### src/rtl/im_loader_pkg.sv
// rtl/im_loader_pkg.sv - shared types and constants for the instruction-memory boot loader
package im_loader_pkg;

  typedef enum logic [1:0] {
    IDLE = 2'd0,
    LOAD = 2'd1,
    HOLD = 2'd2,
    RUN  = 2'd3
  } state_e;

  localparam int         WORD_BYTES    = 4;
  localparam logic [3:0] FULL_WORD_WEN = 4'hF;

endpackage

### src/rtl/im_loader_hold_cnt.sv
// rtl/im_loader_hold_cnt.sv - loadable down-counter with terminal-count flag
// Ports:
//   clk, rst       clock, asynchronous active-low reset
//   load, load_val load the counter (has priority over en)
//   en             decrement by one per cycle, saturating at zero
//   tc             high while the count is zero
module im_loader_hold_cnt #(
  parameter int WIDTH = 3
) (
  input  logic             clk,
  input  logic             rst,
  input  logic             load,
  input  logic [WIDTH-1:0] load_val,
  input  logic             en,
  output logic             tc
);

  logic [WIDTH-1:0] count_q, count_d;

  always_comb begin
    count_d = count_q;
    if (load) begin
      count_d = load_val;
    end else if (en && (count_q != '0)) begin
      count_d = count_q - WIDTH'(1);
    end
  end

  always_ff @(posedge clk or negedge rst) begin
    if (!rst) count_q <= '0;
    else      count_q <= count_d;
  end

  assign tc = (count_q == '0);

endmodule

### src/rtl/im_loader.sv
// rtl/im_loader.sv - streams program words into instruction memory and sequences the CPU reset
// Optional feature macro: IM_LOADER_CHECKSUM_EN (adds checksum[31:0], running sum of loaded words)
// Ports:
//   clk, rst                       clock, asynchronous active-low reset
//   load_start                     one-cycle pulse, starts a load from IDLE or RUN
//   s_valid, s_data, s_last        program word stream; s_ready back-pressure
//   im_w_en, im_address,
//   im_write_data                  registered IM write port (one cycle after each accepted beat)
//   cpu_rst                        active-high CPU reset, low only in RUN
//   busy, done, error              LOAD/HOLD, RUN, sticky overflow
module im_loader
  import im_loader_pkg::*;
#(
  parameter int                ADDR_W      = 16,
  parameter logic [ADDR_W-1:0] BASE_ADDR   = '0,
  parameter int                MAX_WORDS   = 1024,
  parameter int                HOLD_CYCLES = 4
) (
  input  logic              clk,
  input  logic              rst,
  input  logic              load_start,
  input  logic              s_valid,
  input  logic [31:0]       s_data,
  input  logic              s_last,
  output logic              s_ready,
  output logic [3:0]        im_w_en,
  output logic [ADDR_W-1:0] im_address,
  output logic [31:0]       im_write_data,
  output logic              cpu_rst,
  output logic              busy,
  output logic              done,
  output logic              error
`ifdef IM_LOADER_CHECKSUM_EN
  ,
  output logic [31:0]       checksum
`endif
);

  localparam int                CNT_W     = $clog2(MAX_WORDS + 1);
  localparam int                HOLD_W    = $clog2(HOLD_CYCLES + 1);
  localparam logic [CNT_W-1:0]  LAST_CNT  = CNT_W'(MAX_WORDS - 1);
  localparam logic [HOLD_W-1:0] HOLD_LOAD = HOLD_W'(HOLD_CYCLES - 1);

  if (BASE_ADDR[1:0] != 2'b00) begin : g_base_align_err
    $error("im_loader: BASE_ADDR must be word aligned");
  end
  if ((longint'(BASE_ADDR) + longint'(WORD_BYTES) * longint'(MAX_WORDS)) >
      (longint'(1) << ADDR_W)) begin : g_range_err
    $error("im_loader: BASE_ADDR + 4*MAX_WORDS exceeds the IM address space");
  end
  if (HOLD_CYCLES < 1) begin : g_hold_err
    $error("im_loader: HOLD_CYCLES must be at least 1");
  end

  state_e            state_q, state_d;
  logic [CNT_W-1:0]  cnt_q, cnt_d;
  logic [3:0]        im_w_en_q, im_w_en_d;
  logic [ADDR_W-1:0] im_address_q, im_address_d;
  logic [31:0]       im_write_data_q, im_write_data_d;
  logic              error_q, error_d;
  logic              accept, start, hold_tc;

  assign s_ready = (state_q == LOAD);
  assign accept  = s_valid && s_ready;
  // load_start only counts where a load can begin; it is ignored in LOAD and HOLD.
  assign start   = load_start && ((state_q == IDLE) || (state_q == RUN));

  always_comb begin
    state_d         = state_q;
    cnt_d           = cnt_q;
    error_d         = error_q;
    im_w_en_d       = '0;
    im_address_d    = im_address_q;
    im_write_data_d = im_write_data_q;
    case (state_q)
      IDLE, RUN: begin
        if (start) begin
          state_d = LOAD;
          cnt_d   = '0;
          error_d = 1'b0;
        end
      end
      LOAD: begin
        if (accept) begin
          im_w_en_d       = FULL_WORD_WEN;
          im_address_d    = BASE_ADDR + ADDR_W'(cnt_q) * ADDR_W'(WORD_BYTES);
          im_write_data_d = s_data;
          cnt_d           = cnt_q + CNT_W'(1);
          if (s_last) begin
            state_d = HOLD;
          end else if (cnt_q == LAST_CNT) begin
            // Capacity reached without s_last: keep the word, flag it, leave the CPU in reset.
            error_d = 1'b1;
            state_d = IDLE;
          end
        end
      end
      HOLD: begin
        if (hold_tc) state_d = RUN;
      end
      default: state_d = IDLE;
    endcase
  end

  always_ff @(posedge clk or negedge rst) begin
    if (!rst) begin
      state_q         <= IDLE;
      cnt_q           <= '0;
      im_w_en_q       <= '0;
      im_address_q    <= BASE_ADDR;
      im_write_data_q <= '0;
      error_q         <= 1'b0;
    end else begin
      state_q         <= state_d;
      cnt_q           <= cnt_d;
      im_w_en_q       <= im_w_en_d;
      im_address_q    <= im_address_d;
      im_write_data_q <= im_write_data_d;
      error_q         <= error_d;
    end
  end

  // Loaded with HOLD_CYCLES-1 on the final beat: the first HOLD cycle carries the last
  // write, and RUN begins exactly HOLD_CYCLES cycles after it.
  im_loader_hold_cnt #(
    .WIDTH (HOLD_W)
  ) u_hold_cnt (
    .clk      (clk),
    .rst      (rst),
    .load     (accept && s_last),
    .load_val (HOLD_LOAD),
    .en       (state_q == HOLD),
    .tc       (hold_tc)
  );

`ifdef IM_LOADER_CHECKSUM_EN
  logic [31:0] checksum_q, checksum_d;

  always_comb begin
    checksum_d = checksum_q;
    if (start)       checksum_d = '0;
    else if (accept) checksum_d = checksum_q + s_data;
  end

  always_ff @(posedge clk or negedge rst) begin
    if (!rst) checksum_q <= '0;
    else      checksum_q <= checksum_d;
  end

  assign checksum = checksum_q;
`endif

  assign im_w_en       = im_w_en_q;
  assign im_address    = im_address_q;
  assign im_write_data = im_write_data_q;
  assign error         = error_q;
  assign busy          = (state_q == LOAD) || (state_q == HOLD);
  assign done          = (state_q == RUN);
  // The reset reasserts in the very cycle of a reload pulse so the CPU never fetches mid-load.
  assign cpu_rst       = (state_q != RUN) || load_start;

endmodule

### config.mk
export PLATFORM = sky130hd
export DESIGN_NAME = im_loader
export DESIGN_NICKNAME = d
export VERILOG_FILES = /design/src/rtl/im_loader_pkg.sv /design/src/rtl/im_loader_hold_cnt.sv /design/src/rtl/im_loader.sv
export SDC_FILE = /design/constraint.sdc
export NUM_CORES = 1
export LEC_CHECK = 0
export ABC_AREA = 1
export BUFFER_PORTS_ARGS = -buffer_cell sky130_fd_sc_hd__buf_2
export CELL_PAD_IN_SITES_DETAIL_PLACEMENT = 0
export CELL_PAD_IN_SITES_GLOBAL_PLACEMENT = 2
export CORE_MARGIN = 2
export CORE_UTILIZATION = 28
export DETAILED_ROUTE_END_ITERATION = 6
export PLACE_DENSITY_LB_ADDON = 0.1
export REMOVE_ABC_BUFFERS = 1
export SLEW_MARGIN = 20
export SYNTH_ARGS = -nofsm -noshare
export SYNTH_HDL_FRONTEND = slang
export SYNTH_HIERARCHICAL = 1
export SYNTH_SLANG_ARGS = --single-unit
### constraint.sdc
create_clock -name clk -period 2 [get_ports clk]
set_clock_uncertainty 0.15 [all_clocks]
set_input_delay 0.2 -clock clk [delete_from_list [all_inputs] [get_ports clk]]
set_output_delay 0.2 -clock clk [all_outputs]
set_load 0.01 [all_outputs]
Word-level counts from Yosys, hierarchy flattened. Index checks and enable logic that the tools add are counted. W data, S select, Z words.

Flip-flop bits (word level): 64. Input bits: 37. Output and inout port bits: 57. Word-level logic and storage cells: 55.

Add/sub/neg operators: 2. Eq/ne operators: 11. Muxes and demuxes: 18. Reductions and logical operators: 17.

Operator list (number): $mux W11 (2); $pmux W11 S2 (1); $add A11 B1 Y11 const B (1); $eq A11 B10 Y1 const B (1); $mux W2 (5); $mux W4 (2); $ne A2 B2 Y1 const B (4); $mux W3 (2); $pmux W2 S3 (1); $reduce_and A5 Y1 (1); $eq A2 B2 Y1 const B (2); $logic_and A1 B1 Y1 (4); $mux W1 (4); $ne A2 B1 Y1 const B (2); $reduce_and A4 Y1 (1); $reduce_bool A2 Y1 (2); $logic_not A3 Y1 (1); $logic_or A1 B1 Y1 (3); $ne A3 B2 Y1 const B (1); $reduce_and A3 Y1 (1); $reduce_bool A3 Y1 (1); $sub A3 B1 Y3 const B (1); $eq A2 B1 Y1 const B (1); $logic_not A2 Y1 (1); other kinds (3) (3).

Longest topological paths before layout.
Depth in word-level cells: 5. Gate-level depth with buffers: 9. Mapped depth without buffers: 8.

Cells and area by module. Netlist, hierarchy kept.

By module, submodules not included: im_loader (instances 1, cells each 316, area an instance 2602.5 um^2, sequential area each 1451.4 um^2); im_loader_hold_cnt (instances 1, cells each 27, area an instance 192.7 um^2, sequential area each 75.1 um^2).

Worst setup path after synthesis. Ideal clock, no wire load.

Path kind: register to register. From: reg state_q[1]. To: reg u_hold_cnt.count_q[1]. Library setup time: 0.116 ns. Data arrival time: 1.637 ns. Required time: 1.734 ns. Path slack: 0.097 ns. Stages on the path, launching flop included: 9. Buffers on the path: 1. Clock period less this slack: 1.903 ns. Cell sequence: dfrtp_1 inv_1 ha_1 nand2_2 clkbuf_1 nor2_1 o21ai_0 nand2_1 nand2_1.

Cells in the longest elaborated chain, start to end: 4. Elaborated cells on any way between the ends: 7. Those cells by class: eq/ne: 2; mux: 1; reduce/logical: 4.

Ends and longest elaborated chain: start: declaration (line im_loader.sv:55) `state_e state_q, state_d;`; start signal: assignment (line im_loader.sv:114) `state_q <= state_d;`; $eq A2 B1 Y1 * (line im_loader.sv:63) `assign s_ready = (state_q == LOAD);`; named net s_ready (line im_loader.sv:25) `output logic s_ready,`; $logic_and A1 B1 Y1 * (line im_loader.sv:64) `assign accept = s_valid && s_ready;`; $logic_and A1 B1 Y1 * (line im_loader.sv:130) `.load (accept && s_last),`; $mux W3 / $reduce_bool A2 Y1 (equally long branches); end signal: assignment (line im_loader_hold_cnt.sv:31) `else count_q <= count_d;`; end: declaration (line im_loader_hold_cnt.sv:18) `logic [WIDTH-1:0] count_q, count_d;`.

Mark *: on every way through the listed nets, which the timed path passes. The rest lies on a longest branch. A chain may end at the register's enable or synchronous reset.

Worst setup path after layout.
From: reg state_q[0]. To: reg cnt_q[6].

Cells in the longest elaborated chain, start to end: 5. Elaborated cells on any way between the ends: 12. Those cells by class: eq/ne: 4; mux: 1; reduce/logical: 7.

Ends and longest elaborated chain: $eq A2 B2 Y1 / $logic_not A2 Y1 (equally long branches) (line im_loader.sv:66, im_loader.sv:75); $logic_or A1 B1 Y1 (line im_loader.sv:66) `assign start = load_start && ((state_q == IDLE) || (state_q == RUN));`; $logic_and A1 B1 Y1 (line im_loader.sv:66); $ne A2 B2 Y1 (no line); $reduce_and A3 Y1 (no line); end signal: assignment (line im_loader.sv:115) `cnt_q <= cnt_d;`; end: declaration (line im_loader.sv:56) `logic [CNT_W-1:0] cnt_q, cnt_d;`.

Parallel ways exist; a longest one is shown, timed or not.

==> impl_metrics.tcl <==
set metrics [dict create \
    numCtsBuffers 9 \
    drt_wl_total_um 7366 \
    nets 519 \
    cp-end-kind "register" \
    synthCells 343 \
    grt_pass1_vias 2523 \
    areaGrowthSynthToFinish_pct 43.69 \
    diodes 0 \
    clock_latency_ns 0.33 \
    timing.setup.critical_path_class "register to register" \
    critPathCapture "cnt_q[6]$_DFFE_PN0P_" \
    fmax_mhz 544.5 \
    clkSinkCount 61 \
    ys_types 23 \
    cp_max_fo 9 \
    p_int_w 0.003295 \
    antenna_found_initial 0 \
    drive_above_1_share 0.2604 \
    outcome "finished, final reports clean" \
    yosysSeqAreaShare 0.5461 \
    ys_top_cells_by_area "dfrtp_1 55%, nand2_1 21%, nand3_1 3.4%" \
    rr_endpoint "cnt_q[6]$_DFFE_PN0P_" \
    p_leak_nw 2.186 \
    pwr-share-clk 0.238 \
    dp_hpwl_um 4885 \
    p_total_w 0.005245 \
    drt-met1-wl_um 3680 \
    yosys_warnings 6 \
    die_h_um 103.9 \
    portBuffers 88 \
    pin_count 94 \
    slew_violations 0 \
    die_area_um2 10800 \
    grt_overflow 0 \
    p_per_area_nw_per_um2 1306 \
    syn_area_um2 2795 \
    finalSetupViolations 0 \
    cts_root_buf "clkbuf_8" \
    dp_cells 560 \
    drc_errors 0 \
    drtAntennaViolNets 0 \
    critPathLaunchType "register" \
    reg2regPathDepth 8 \
    hold_viol 0 \
    final_common_cell "nand2_1" \
    grt_max_degree 62 \
    met2RoutedLength_um 3224 \
    combPwrFrac 0.404 \
    syn_area_per_cell_um2 8.149 \
    worstReg2RegStart "state_q[0]$_DFFE_PN0P_" \
    h-tree-depth 3 \
    cts_max_path_buffers 2 \
    arrival_ns 1.91 \
    maxCapViolations 0 \
    min_path_type "input pin to register" \
    grt_pass1_wl_um 12580 \
    synth_top_area_cell "dfrtp_1" \
    grt_usage 0.1430 \
    initial_core_util 0.2873 \
    fillers 1024 \
    place.gp.congestion 0.7980 \
    finalCriticalPeriod_ns 1.837 \
    cts_tree "done" \
    synth_seq_cells 61 \
    rows 36 \
    routed.top_layer "met4" \
    period_share 0.9183 \
    detailedRoute.firstPassIterationCount 4 \
    clk_pin_slew_ns 0.07 \
    swShare 0.3717 \
    wl_per_cell_um 12.02 \
    core_area_um2 9729 \
    cp.required_ns 2.07 \
    vias_per_cell 4.116 \
    route.met3.wl_um 357 \
    vias 2523 \
    pre_cts_slack_ns -0.001009 \
    power_frac_seq 0.357 \
    layout_common_cells "159 x nand2_1, 88 x buf_2, 61 x dfrtp_1, 33 x dlygate4sd3_1, 25 x inv_1" \
    ir_drop_v 0.0004040 \
    worstSetupStartpoint "state_q[0]$_DFFE_PN0P_" \
    layoutNonFillerInstCount 613 \
    rsz0062_at_grt "false" \
    dr.first_iter.drc_count 119 \
    synth_top_cell_area_share 0.5461 \
    die_x_um 103.9 \
    r2r_setup_slack_ns 0.16 \
    p_sw_w 0.001949 \
    fin_ws_ns 0.1634 \
]
-- layer usage --
metal / vias to the layer above / track usage
met5: - / 0
met4: 0 / 0.04923
met3: 10 / 0.03195
met2: 71 / 0.2242
met1: 1127 / 0.1951
li1: 1315 / -
-- kinds of logic after synthesis --
| kind of cell | Yosys count | synth area share |
|---|---|---|
| AO/OA/AOI/OAI | 24 | 0.04745 |
| adder cells (fa/ha/maj) | 7 | 0.03133 |
| buffers and inverters | 46 | 0.07789 |
| flip-flops | 61 | 0.5461 |
| other | 2 | 0.002687 |
| AND/OR/NAND/NOR | 203 | 0.2945 |
-- cell usage after synthesis --
cell type    n
a21oi_1      3
buf_2        4
buf_4        8
buf_6        1
clkbuf_1     5
conb_1       2
dfrtp_1     61
ha_1         7
inv_1       25
inv_2        2
inv_4        1
nand2_1    160
nand2_2      2
nand3_1     19
nand3b_1     1
nand4_1      8
nor2_1      11
nor2_4       1
nor3_1       1
o211a_1      1
o211ai_2     1
o21ai_0     14
o21ai_1      5
-- area by class of cell --
| cell class | count | area, µm² | share of cell area |
|---|---|---|---|
| inverters | 28 | 110.1 | 0.02741 |
| clock inverters | 4 | 70.07 | 0.01745 |
| clock buffers | 12 | 155.1 | 0.03863 |
| well taps | 133 | 166.4 | 0.04143 |
| repair buffers | 133 | 898.4 | 0.2237 |
| flip-flops and latches | 61 | 1526 | 0.3801 |
| multi-input cells | 242 | 1090 | 0.2713 |
-- through the flow --
step / area [µm²] / hold slack [ns] / TNS (ns) / utilization
finish: 4016 / 0.04950 / 0 / 0.4128
CTS: 3955 / 0.03714 / 0 / 0.4065
floorplan: 2708 / -0.2456 / -10.71 / -
detailed placement: 3400 / 0.09004 / -0.001009 / 0.3494
global placement: 3400 / 0.09414 / 0 / 0.3494
global route: 4016 / 0.08517 / 0 / 0.4128
-- power groups by stage --
stage               registers (W)  logic (W)  clock network [W]
global route              0.00193    0.00240            0.00135
detailed placement        0.00190    0.00193                  0
CTS                       0.00188    0.00199            0.00129
finish                    0.00187    0.00212            0.00125
floorplan                 0.00207   0.000896                  0
global placement          0.00189    0.00193                  0
-- sequential cells by signal, indices dropped and copies added, names as in the netlist --
| register | flops |
|---|---|
| cnt_q | 11 |
| error | 1 |
| im_address | 11 |
| im_w_en | 1 |
| im_write_data | 32 |
| state_q | 2 |
| u_hold_cnt/count_q | 3 |
-- timing repair --
action	4_1_cts	5_1_grt
endpoints found under the setup margin	0	14
setup buffers	0	4
endpoints found under the hold margin	93	0
resized for setup	0	5
hold buffers	33	0
-- how the worst min path moves through the flow --
stage	from	end	slack, ns	cells after the start
floorplan	rst	cnt_q[0]$_DFFE_PN0P_	-0.25	0
global placement	rst	im_write_data[28]$_DFFE_PN0P_	0.09	2
detailed placement	rst	im_write_data[28]$_DFFE_PN0P_	0.09	2
CTS	s_last	error$_DFFE_PN0P_	0.04	4
global route	s_last	error$_DFFE_PN0P_	0.09	4
finish	s_last	error$_DFFE_PN0P_	0.05	4
-- worst max-delay path: stages (launching register included) --
cell      delay (ns)
dfrtp_1         0.39
inv_1           0.06
ha_2            0.39
nand2_2         0.12
o211ai_4        0.16
clkinv_4        0.16
buf_12          0.16
nand4_1         0.06
o21ai_1         0.07
No activity file was read; power rests on OpenSTA's default activity.
